==> src/rtl/rx_iq_frame_scheduler.sv <==
// RX IQ frame scheduler: queues RX1/RX2 IQ frames from the decimators and serves one frame
// per bus read request with a fixed two-cycle latency. Also reports level, overrun and underrun.
module rx_iq_frame_scheduler #(
    parameter int unsigned IQ_WIDTH = 24,
    parameter int unsigned FIFO_AW  = 3
) (
    input  logic                clk_in,
    input  logic                reset_in,
    input  logic [IQ_WIDTH-1:0] rx1_i,
    input  logic [IQ_WIDTH-1:0] rx1_q,
    input  logic                rx1_valid,
    input  logic [IQ_WIDTH-1:0] rx2_i,
    input  logic [IQ_WIDTH-1:0] rx2_q,
    input  logic                rx2_valid,
    input  logic                rx2_enable,
    input  logic                rd_req,
    input  logic                overrun_clear,
    output logic [IQ_WIDTH-1:0] out_rx1_i,
    output logic [IQ_WIDTH-1:0] out_rx1_q,
    output logic [IQ_WIDTH-1:0] out_rx2_i,
    output logic [IQ_WIDTH-1:0] out_rx2_q,
    output logic                rd_ack,
    output logic                in_empty,
    output logic [FIFO_AW:0]    fifo_level,
    output logic                iq_overrun,
    output logic [7:0]          underrun_cnt
);

    localparam int unsigned Depth  = 2 ** FIFO_AW;
    localparam int unsigned FrameW = 4 * IQ_WIDTH;
    localparam logic [FIFO_AW:0]   LvlFull = Depth[FIFO_AW:0];
    localparam logic [FIFO_AW:0]   LvlOne  = (FIFO_AW + 1)'(1);
    localparam logic [FIFO_AW-1:0] PtrOne  = FIFO_AW'(1);
    localparam logic [7:0]         UcntMax = 8'hFF;

    typedef enum logic [1:0] {
        StIdle,
        StFetch,
        StLoad
    } state_e;

    state_e                state_q, state_d;
    logic [FIFO_AW-1:0]    wr_ptr_q, wr_ptr_d;
    logic [FIFO_AW-1:0]    rd_ptr_q, rd_ptr_d;
    logic [FIFO_AW:0]      level_q, level_d;
    logic [2*IQ_WIDTH-1:0] hold_q, hold_d;
    logic [FrameW-1:0]     out_q, out_d;
    logic                  rd_ack_q, rd_ack_d;
    logic                  overrun_q, overrun_d;
    logic [7:0]            ucnt_q, ucnt_d;
    // Remembers whether the read in flight actually popped a frame
    logic                  popped_q, popped_d;

    logic [FrameW-1:0]     mem_q [Depth];
    logic [FrameW-1:0]     rdata_q;
    logic [FrameW-1:0]     wr_frame;
    logic                  pop;
    logic                  push_ok;
    logic                  full;

    // Next-state logic for the read FSM, FIFO bookkeeping and status flags
    always_comb begin
        state_d   = state_q;
        wr_ptr_d  = wr_ptr_q;
        rd_ptr_d  = rd_ptr_q;
        level_d   = level_q;
        hold_d    = hold_q;
        out_d     = out_q;
        rd_ack_d  = 1'b0;
        overrun_d = overrun_q;
        ucnt_d    = ucnt_q;
        popped_d  = popped_q;
        pop       = 1'b0;

        // A same-cycle RX2 strobe feeds straight into the frame being written
        if (rx2_valid) begin
            hold_d = {rx2_i, rx2_q};
        end
        wr_frame = {rx1_i, rx1_q, (rx2_enable ? hold_d : {(2 * IQ_WIDTH){1'b0}})};

        case (state_q)
            StIdle: begin
                if (rd_req) begin
                    state_d  = StFetch;
                    pop      = (level_q != '0);
                    popped_d = pop;
                end
            end
            StFetch: begin
                state_d  = StLoad;
                rd_ack_d = 1'b1;
                if (popped_q) begin
                    out_d = rdata_q;
                end else if (ucnt_q != UcntMax) begin
                    ucnt_d = ucnt_q + 8'd1;
                end
            end
            StLoad: begin
                state_d = StIdle;
            end
            default: begin
                state_d = StIdle;
            end
        endcase

        // A pop in the same cycle frees a slot, so a full FIFO still accepts the push
        full    = (level_q == LvlFull);
        push_ok = rx1_valid && (!full || pop);

        if (push_ok) begin
            wr_ptr_d = wr_ptr_q + PtrOne;
        end
        if (pop) begin
            rd_ptr_d = rd_ptr_q + PtrOne;
        end
        if (push_ok && !pop) begin
            level_d = level_q + LvlOne;
        end else if (!push_ok && pop) begin
            level_d = level_q - LvlOne;
        end

        if (overrun_clear) begin
            overrun_d = 1'b0;
        end
        if (rx1_valid && !push_ok) begin
            overrun_d = 1'b1;
        end
    end

    // State registers with synchronous reset
    always_ff @(posedge clk_in) begin
        if (reset_in) begin
            state_q   <= StIdle;
            wr_ptr_q  <= '0;
            rd_ptr_q  <= '0;
            level_q   <= '0;
            hold_q    <= '0;
            out_q     <= '0;
            rd_ack_q  <= 1'b0;
            overrun_q <= 1'b0;
            ucnt_q    <= '0;
            popped_q  <= 1'b0;
        end else begin
            state_q   <= state_d;
            wr_ptr_q  <= wr_ptr_d;
            rd_ptr_q  <= rd_ptr_d;
            level_q   <= level_d;
            hold_q    <= hold_d;
            out_q     <= out_d;
            rd_ack_q  <= rd_ack_d;
            overrun_q <= overrun_d;
            ucnt_q    <= ucnt_d;
            popped_q  <= popped_d;
        end
    end

    // Frame RAM with registered read; a read of the slot being overwritten returns old data
    always_ff @(posedge clk_in) begin
        if (push_ok && !reset_in) begin
            mem_q[wr_ptr_q] <= wr_frame;
        end
        if (pop) begin
            rdata_q <= mem_q[rd_ptr_q];
        end
    end

    assign out_rx1_i    = out_q[4*IQ_WIDTH-1:3*IQ_WIDTH];
    assign out_rx1_q    = out_q[3*IQ_WIDTH-1:2*IQ_WIDTH];
    assign out_rx2_i    = out_q[2*IQ_WIDTH-1:IQ_WIDTH];
    assign out_rx2_q    = out_q[IQ_WIDTH-1:0];
    assign rd_ack       = rd_ack_q;
    assign in_empty     = (level_q == '0);
    assign fifo_level   = level_q;
    assign iq_overrun   = overrun_q;
    assign underrun_cnt = ucnt_q;

endmodule

==> config.mk <==
export PLATFORM = sky130hd
export DESIGN_NAME = rx_iq_frame_scheduler
export DESIGN_NICKNAME = d
export VERILOG_FILES = /design/src/rtl/rx_iq_frame_scheduler.sv
export SDC_FILE = /design/constraint.sdc
export NUM_CORES = 1
export LEC_CHECK = 0
export ABC_AREA = 1
export CORE_MARGIN = 10
export CORE_UTILIZATION = 25
export DETAILED_ROUTE_END_ITERATION = 6
export PLACE_DENSITY_LB_ADDON = 0.05
export SYNTH_ARGS = -nofsm -noshare
export SYNTH_HDL_FRONTEND = slang
export SYNTH_SLANG_ARGS = --single-unit
==> constraint.sdc <==
create_clock -name clk_in -period 12.7 [get_ports clk_in]
set_input_delay 1.905 -clock clk_in [delete_from_list [all_inputs] [get_ports clk_in]]
set_output_delay 1.905 -clock clk_in [all_outputs]
set_load 0.01 [all_outputs]
==> qor.csv, run 1 <==
metric,value,unit
sequential fraction of the synthesis area,0.7535,
Leakage,15.78,nW
Die X,414.3,um
Synth cell types,29,
Placeable Area,154200,sq um
final setup vio count,0,
die height,414.3,um
# Post-CTS Setup Buffers,0,
cell accounting for the most synthesized area,edfxtp_1,
drt first-iter violations,1308,
post-route setup slack,7726,ps
Synth top area share,0.6675,
gpl congestion,0.6928,
Max stage delay on crit path,830,ps
reg2reg end,mem_q[6][74],
Max-slew headroom,0.2162,
max-cap viol count,0,
Arrival @ worst endpoint,5330,ps
Via Count,24112,
cell mode on critical path,buf_4,
Detail Route Antenna Nets,0,
Synth area leaders,"edfxtp_1 67%, dfxtp_1 8.6%, o21ai_0 5.7%",
maximum vdd drop,0.1280,mV
slowest CP cell,buf_4,
first-pass GRT wire length,174100,um
Max Fclk,201.0,MHz
final hold vios,0,
dpl hpwl,64670,um
reg2reg setup slack,8790,ps
initial antenna violation count,10,
Initial Utilization,0.2520,
clk_lat worst skew,740,ps
H-tree depth,4,
critical-path cell list,buf_2 > buf_4 > inv_4 > nand3_1 > nor2_4 > buf_4 > buf_4,
TritonCTS clock tree,yes,
fin nets,3361,
std cell rows,144,
die area,171600,sq um
Worst setup EP type,flop,
worst path bufs/invs,5,
post-synth net total,3180,
Synth Instances,3070,
crit path time final,4974,ps
area grow syn2layout,21.13,%
Setup TNS,0,ps
clock root buffer,clkbuf_16,
Hold EP,out_q[78],
critical-path maximum fanout,64,
"Cell Area, Synth",38870,sq um
status,"complete, no violations",
share of synthesized registers carrying an async set or reset,0,
fin crit share,0.3917,
Slew Limit Fails,0,
# hold bufs at CTS,0,
hold path start,out_q[78],
worst slew pin tran,1176,ps
share of layout cells above drive strength 1,0.06998,
R2R Path Start,fifo_level[1],
largest net degree at the start of global routing,227,
Main synth FF type,edfxtp_1,
clk sinks,1031,
gr ovfl total,0,
vias per cell,4.463,
total CTS buffers,130,
Post-CTS Resized,0,
Ports,214,
RSZ-0062 raised after global routing,false,
Register-to-Register Path Depth,10,
power density over the cells,192.6,nW/um^2
port bufs,213,
drc violations,0,
DRT Wirelength,118900,um
crit start category,primary input,
WS Path Type,primary input to flop,
DRT Pass-1 Iters,5,
post-synthesis register bit count,1031,
Worst-path clk slew,50,ps
Hold WC Path Type,flop to flop,
vias in the first global route,24914,
worst slack at placement,6817,ps
Post-synth EDFFs,864,
synth warn,0,
hold path depth,2,
"delay-heaviest family, CP",buffers and inverters,
Total GRT Usage,0.1348,
post-synthesis area per instance,12.66,sq um
Max clock buf depth,3,
WP data required,13050,ps
clk_skew,22.18,ps
Avg WL per Cell,22.01,um
fill count,15587,
-- sequential cells by signal, summed over array words and instances, names as in the netlist --
| register | flops |
|---|---|
| mem_q | 768 |
| out_q | 96 |
| rdata_q | 96 |
| hold_q | 48 |
| underrun_cnt | 8 |
| fifo_level | 4 |
| rd_ptr_q | 3 |
| wr_ptr_q | 3 |
| state_q | 2 |
| iq_overrun | 1 |
| popped_q | 1 |
| rd_ack | 1 |
-- power by group --
group / total, mW / switching [mW] / internal [mW] / leakage [nW]
combinational: 1.45 / 1.03 / 0.413 / 4.47
clock: 3.58 / 1.44 / 2.14 / 2.03
sequential: 4.04 / 0.103 / 3.94 / 9.27
-- how the worst max path moves through the flow --
| stage | end | start | slack, ps | depth (start not counted) |
|---|---|---|---|---|
| final | mem_q[6][74] | reset_in | 7730 | 7 |
| after global placement | mem_q[6][84] | rd_req | 6880 | 9 |
| after detailed placement | mem_q[6][82] | reset_in | 6820 | 7 |
| after floorplan | mem_q[1][0] | reset_in | 5560 | 6 |
| after CTS | mem_q[6][82] | reset_in | 7620 | 7 |
| after global routing | mem_q[6][82] | reset_in | 7460 | 7 |
-- Yosys cell counts, types with 14 or more instances --
master	instances
buf_4	20
edfxtp_1	864
mux2i_1	48
buf_2	46
inv_1	121
dfxtp_1	167
buf_6	15
clkbuf_1	108
nand2_1	336
nand3_1	14
nor2_1	511
o21ai_1	46
a21oi_1	110
o21ai_0	440
o22ai_1	192
-- tightest hold or removal path: stages (launching register included) --
cell,delay (ps)
dfxtp_1,300
inv_1,40
a21oi_1,50
-- layout by cell type, fill, tap and decap left out --
cell type,n
nand3_1,13
nor2_2,1
inv_1,118
clkinv_2,15
nand3b_1,2
dfxtp_4,3
dfxtp_1,164
nand3_4,1
clkbuf_8,12
o21ai_1,46
clkinv_8,4
inv_16,2
fa_1,1
clkbuf_1,39
buf_4,33
clkbuf_16,134
buf_2,1
edfxtp_1,864
a21oi_1,110
clkinv_1,21
inv_6,9
buf_12,2
mux2i_1,48
bufinv_16,6
inv_4,2
inv_2,1
xor2_1,4
nor2_1,503
or2_2,1
nor3_1,1
nand4_1,4
o21ai_0,440
clkdlybuf4s50_1,211
ha_1,6
nand2_1,336
o22ai_1,192
nor2_4,8
diode_2,1
-- area by class of cell --
cell class,instances,area (sq um),area share
repair buffers,247,2405,0.05108
inverters,124,493.0,0.01047
diodes,1,2.502,0.00005315
clock buffers,185,3665,0.07784
clock inverters,54,484.2,0.01028
flip-flops and latches,1031,29300,0.6223
well taps,2044,2557,0.05432
multi-input cells,1717,8174,0.1736
-- logic make-up (layout without fill, tap and decap cells) --
group           count (synthesis)  count (layout)  synth area share
compound gates                788             788            0.1076
xor+xnor                        4               4         0.0009013
fa+ha+maj                       7               7          0.002447
buf+inv                       322             610           0.03802
flops                        1031            1031            0.7535
mux                            48              48           0.01236
other cells                     0               1                 0
simple gates                  870             870           0.08508
-- per-layer routing --
| layer | vias up | track usage | share of wire |
|---|---|---|---|
| met5 | - | 0 | 0.00023 |
| met1 | 12141 | 0.1798 | 0.47 |
| met3 | 154 | 0.02857 | 0.041 |
| met2 | 454 | 0.2224 | 0.47 |
| met4 | 4 | 0.03291 | 0.018 |
| li1 | 11359 | - | - |
-- metrics by stage --
step                      hold WS, ps  area (sq um)  utilization  instances  total power, mW
after detailed placement        435.4         42930       0.2783       5163            5.618
final                           442.3         47080       0.3053       5403            9.067
after floorplan                 455.7         38870            -       3070            5.007
after global routing            467.5         47080       0.3052       5402            9.546
after global placement          432.1         42930       0.2783       5163            5.610
after CTS                       445.5         47080       0.3052       5402            9.267
Power figures use the tool's default switching activity.
==> run 2: changes to the inputs <==
- clock period: 12.7 -> 4.32 ns (I/O delays scaled with it)
==> run 2 against run 1 <==
Wire length is 2.0% lower. Global-route usage down 0.30 points. Clock skew up 3.3 ps. Sequential power rose to 2.9 times the previous value. Critical path depth down 3. Worst setup slack worse by 6400 ps.
==> qor.csv, run 2 (synthesized netlist as in run 1, its figures left out) <==
metric,value,unit,change
status,"complete, no violations",,
Die X,414.3,um,unchanged
Largest Register,mem_q,,
met2 usage,0.2150,,-0.007365
"delay-heaviest family, CP",buffers and inverters,,
fill count,15549,,-0.24%
Max Fclk,334.5,MHz,
final hold vios,0,,unchanged
die height,414.3,um,unchanged
Hold WC Path Type,flop to flop,,
max FFs per register,768,,unchanged
gpl congestion,0.6970,,+0.61%
GRT Max-Usage Layer,met2,,
Max clock buf depth,3,,unchanged
crit path time final,2989,ps,
post-route setup slack,1331,ps,-6395 ps
clk_skew,25.46,ps,+3.273 ps
share of layout cells above drive strength 1,0.06954,,-0.0004428
Max stage delay on crit path,660,ps,-170 ps
Initial Utilization,0.2520,,unchanged
final setup vio count,0,,unchanged
DRT Pass-1 Iters,6,,+1
clock root buffer,clkbuf_16,,
largest net degree at the start of global routing,173,,-24%
Detail Route Antenna Nets,0,,unchanged
Max-slew headroom,0.2662,,+0.05004
Worst-path clk slew,60,ps,about the same
vias in the first global route,25037,,+0.49%
area of the multi-input gates,8174,sq um,unchanged
clk sinks,1031,,unchanged
fin nets,3369,,+0.24%
Worst setup EP type,output pin,,
M3 GR Usage,0.02917,,+0.0005945
H-tree depth,4,,unchanged
Ports,214,,unchanged
clk_lat worst skew,750,ps,about the same
first-pass GRT wire length,170000,um,-2.3%
Post-CTS Resized,0,,unchanged
dpl hpwl,61060,um,-5.6%
gr ovfl total,0,,unchanged
Total GRT Usage,0.1318,,-0.002975
critical-path maximum fanout,4,,-94%
initial antenna violation count,9,,-1
RSZ-0062 raised after global routing,false,,
area occupied by registers,29300,sq um,unchanged
cell mode on critical path,inv_1,,
fin crit share,0.6920,,
# Post-CTS Setup Buffers,0,,unchanged
Placed Area,43220,sq um,+0.67%
Leakage,15.79,nW,about the same
critical-path cell list,inv_1 > nand4_1 > inv_1 > clkdlybuf4s50_1,,
post-route design area,47240,sq um,+0.33%
met1 usage,0.1761,,-0.003721
WP data required,3670,ps,-9380 ps
Placeable Area,154200,sq um,unchanged
Slew Limit Fails,0,,unchanged
drc violations,0,,unchanged
area grow syn2layout,21.53,%,
maximum vdd drop,0.4079,mV,+220%
total power,26.30,mW,+190%
crit start category,flop,,
Fin Hold WS,440.0,ps,-2.227 ps
die area,171600,sq um,unchanged
worst path bufs/invs,3,,-2
drt first-iter violations,1351,,+3.3%
# hold bufs at CTS,0,,unchanged
worst slack at placement,1099,ps,-5719 ps
port bufs,213,,unchanged
std cell rows,144,,unchanged
"most common cell after layout, fill and taps aside",edfxtp_1,,
Largest regs,"mem_q: 768 flops, out_q: 96 flops, rdata_q: 96 flops",,
DRT Wirelength,116500,um,-2.0%
worst slew pin tran,1101,ps,-75.06 ps
"Core Util, Final",0.3063,,+0.001006
total CTS buffers,130,,unchanged
most frequent cells in the layout,"864 x edfxtp_1, 503 x nor2_1, 440 x o21ai_0",,
power density over the cells,556.8,nW/um^2,+190%
slowest CP cell,clkdlybuf4s50_1,,
max-cap viol count,0,,unchanged
Avg WL per Cell,21.54,um,-2.2%
vias per cell,4.476,,+0.31%
WS Path Type,flop to output pin,,
TritonCTS clock tree,yes,,
Via Count,24222,,+0.46%
Arrival @ worst endpoint,2340,ps,-2990 ps
## run 2: layout make-up
type	count	area share
clock buffer	198	0.07774
sequential	1031	0.6203
inverter	124	0.01046
clock inverter	40	0.007258
antenna	2	0.0001060
timing repair buffer	255	0.05695
tap	2044	0.05414
multi-input combinational	1717	0.1731
## run 2: power breakdown
group | internal, mW | switching (mW)
logic | 1.26 | 3.01
registers | 11.6 | 0.243
clock network | 6.05 | 4.15
total | 18.9 | 7.41
## run 2: worst reg2reg max path, cell delays in order (launching register included)
cell and delay, ps:
dfxtp_4 380, buf_4 530, buf_4 820, o21ai_0 320, o22ai_1 200, nand2_1 100, nand2_1 200
## run 2: through the flow
| step | TNS (ps) | std cells |
|---|---|---|
| floorplan | -696230 | 3070 |
| global placement | 0 | 5171 |
| detailed placement | 0 | 5171 |
| CTS | 0 | 5409 |
| global route | 0 | 5409 |
| finish | 0 | 5411 |
## run 2: metal layers
layer  up-vias  wire (um)
li1      11384          -
met1     12206      54920
met2       486      54280
met3       142       5245
met4         4       2064
met5         -         24
## run 2: path summary, 6_finish.rpt
kind | from | endpoint | slack, ps | cells after the start
setup / recovery | fifo_level[0] | in_empty | 1330 | 4
hold / removal | out_q[83] | out_q[83] | 440 | 2
setup reg to reg | rd_ptr_q[0] | rdata_q[87] | 1610 | 6
hold reg to reg | out_q[83] | out_q[83] | 440 | 2
==> run 3: changes to the inputs <==
- clock period: 4.32 -> 2.89 ns (I/O delays scaled with it)
==> run 3 against run 2 <==
Sequential share of layout area shrank 0.86 points. Sequential cell count unchanged. Clock power increased by 53%. Non-clock buffer count up 40. Final cell count grew 0.76%. First-iteration DRC count decreased by 3.6%. Clock skew shrank 2.4 ps. Register-to-register slack got worse by 990 ps. Critical path depth unchanged. Combinational power up 57%. Via count is 0.33% higher. Sequential power rose by 49%.
==> qor.csv, run 3 (synthesized netlist as in run 1, its figures left out) <==
metric,value,unit,change
dpl hpwl,66720,um,+9.3%
Placeable Area,154200,sq um,unchanged
critical-path cell list,inv_1 > nand4_1 > inv_1 > clkdlybuf4s50_1,,
most frequent cells in the layout,"864 x edfxtp_1, 503 x nor2_1, 440 x o21ai_0",,
"most common cell after layout, fill and taps aside",edfxtp_1,,
power density over the cells,832.8,nW/um^2,+50%
Avg WL per Cell,21.33,um,-0.96%
final setup vio count,0,,unchanged
TritonCTS clock tree,yes,,
Max Fclk,404.0,MHz,
first-pass GRT wire length,172900,um,+1.7%
Max-slew headroom,0.4147,,+0.1485
die height,414.3,um,unchanged
final hold vios,0,,unchanged
Via Count,24303,,+0.33%
crit start category,flop,,
H-tree depth,4,,unchanged
Post-CTS Resized,0,,unchanged
clk sinks,1031,,unchanged
area grow syn2layout,23.25,%,
R2R Path Start,fifo_level[2],,
# Post-CTS Setup Buffers,0,,unchanged
clk_skew,23.10,ps,-2.357 ps
RSZ-0062 raised after global routing,false,,
Largest Register,mem_q,,
Initial Utilization,0.2520,,unchanged
largest net degree at the start of global routing,177,,+2.3%
die area,171600,sq um,unchanged
Hold WC Path Type,primary input to flop,,
clock root buffer,clkbuf_16,,
Hold EP,hold_q[9],,
Register-to-Register Path Depth,10,,+4
vias per cell,4.458,,-0.42%
Worst setup EP type,output pin,,
gpl congestion,0.7161,,+2.7%
Setup TNS,0,ps,unchanged
WS Path Type,flop to output pin,,
total CTS buffers,130,,unchanged
WP data required,2460,ps,-1210 ps
crit path time final,2475,ps,
Die X,414.3,um,unchanged
maximum vdd drop,0.5516,mV,+35%
Max stage delay on crit path,550,ps,-110 ps
Max clock buf depth,3,,unchanged
worst slew pin tran,878.0,ps,-222.7 ps
drc violations,0,,unchanged
slowest CP cell,clkdlybuf4s50_1,,
worst slack at placement,82.10,ps,-1017 ps
initial antenna violation count,5,,-4
max FFs per register,768,,unchanged
"Core Util, Final",0.3106,,+0.004341
Slew Limit Fails,0,,unchanged
post-route setup slack,414.5,ps,-916.1 ps
port bufs,213,,unchanged
Total GRT Usage,0.1322,,+0.0004441
# hold bufs at CTS,0,,unchanged
share of layout cells above drive strength 1,0.08458,,+0.01504
max-cap viol count,0,,unchanged
hold path start,rx2_valid,,
Worst-path clk slew,60,ps,about the same
Arrival @ worst endpoint,2040,ps,-300 ps
reg2reg end,mem_q[4][62],,
Ports,214,,unchanged
reg2reg setup slack,620,ps,-990 ps
fin crit share,0.8566,,
fin nets,3409,,+1.2%
gr ovfl total,0,,unchanged
Leakage,16.12,nW,+2.1%
cell mode on critical path,inv_1,,
std cell rows,144,,unchanged
drt first-iter violations,1303,,-3.6%
Detail Route Antenna Nets,0,,unchanged
Largest regs,"mem_q: 768 flops, out_q: 96 flops, rdata_q: 96 flops",,
clk_lat worst skew,750,ps,about the same
DRT Pass-1 Iters,5,,-1
DRT Wirelength,116300,um,-0.21%
status,"complete, no violations",,
critical-path maximum fanout,3,,-1
hold path depth,3,,+1
vias in the first global route,25302,,+1.1%
==> run 3: worst max-delay path: cells and delay by family (launching register included) <==
kind | cells | cell delay, ps
DFF | 1 | 330
and+or+nand+nor | 1 | 170
buffers and inverters | 3 | 790
==> run 3: layout make-up <==
cell class	instances	area, sq um
clock buffer	169	3523
clock inverter	69	570.5
timing repair buffer	295	3268
multi-input combinational	1717	8184
tap	2044	2557
inverter	124	491.7
fill	15532	106300
sequential	1031	29300
antenna	3	7.507
==> run 3: metrics by stage <==
| stage | total power, mW | instances | hold WS, ps | area, sq um |
|---|---|---|---|---|
| after CTS | 40.75 | 5449 | 147.4 | 47900 |
| after global routing | 42.07 | 5451 | 191.8 | 47900 |
| after detailed placement | 24.83 | 5211 | 437.0 | 43800 |
| final | 39.89 | 5452 | 206.0 | 47900 |
| after floorplan | 21.98 | 3070 | 455.7 | 38950 |
| after global placement | 24.85 | 5211 | 431.2 | 43800 |
==> run 3: per-layer routing <==
| layer | track usage | vias up | wire length, um |
|---|---|---|---|
| met5 | 0 | - | 0 |
| met3 | 0.02612 | 178 | 4225 |
| met2 | 0.2213 | 448 | 56150 |
| li1 | - | 11467 | - |
| met1 | 0.1717 | 12210 | 53030 |
| met4 | 0.04120 | 0 | 2882 |
==> run 3: worst max-delay path by stage <==
stage / start / to / slack, ps / cells past startpoint
2_1_floorplan: reset_in / mem_q[0][0] / 4 / 6
3_5_place_dp: rd_req / mem_q[4][59] / 80 / 9
4_1_cts: fifo_level[0] / in_empty / 320 / 4
6_report: fifo_level[2] / in_empty / 410 / 4
5_1_grt: fifo_level[0] / in_empty / 270 / 4
3_3_place_gp: rd_req / mem_q[4][60] / 80 / 9
==> run 3: power by group <==
group / leakage (nW) / internal [mW] / total, mW / switching, mW
Sequential: 9.28 / 17.3 / 17.6 / 0.302
Clock: 2.00 / 9.23 / 15.6 / 6.36
Combinational: 4.85 / 2.05 / 6.70 / 4.65
Total: 16.1 / 28.6 / 39.9 / 11.3
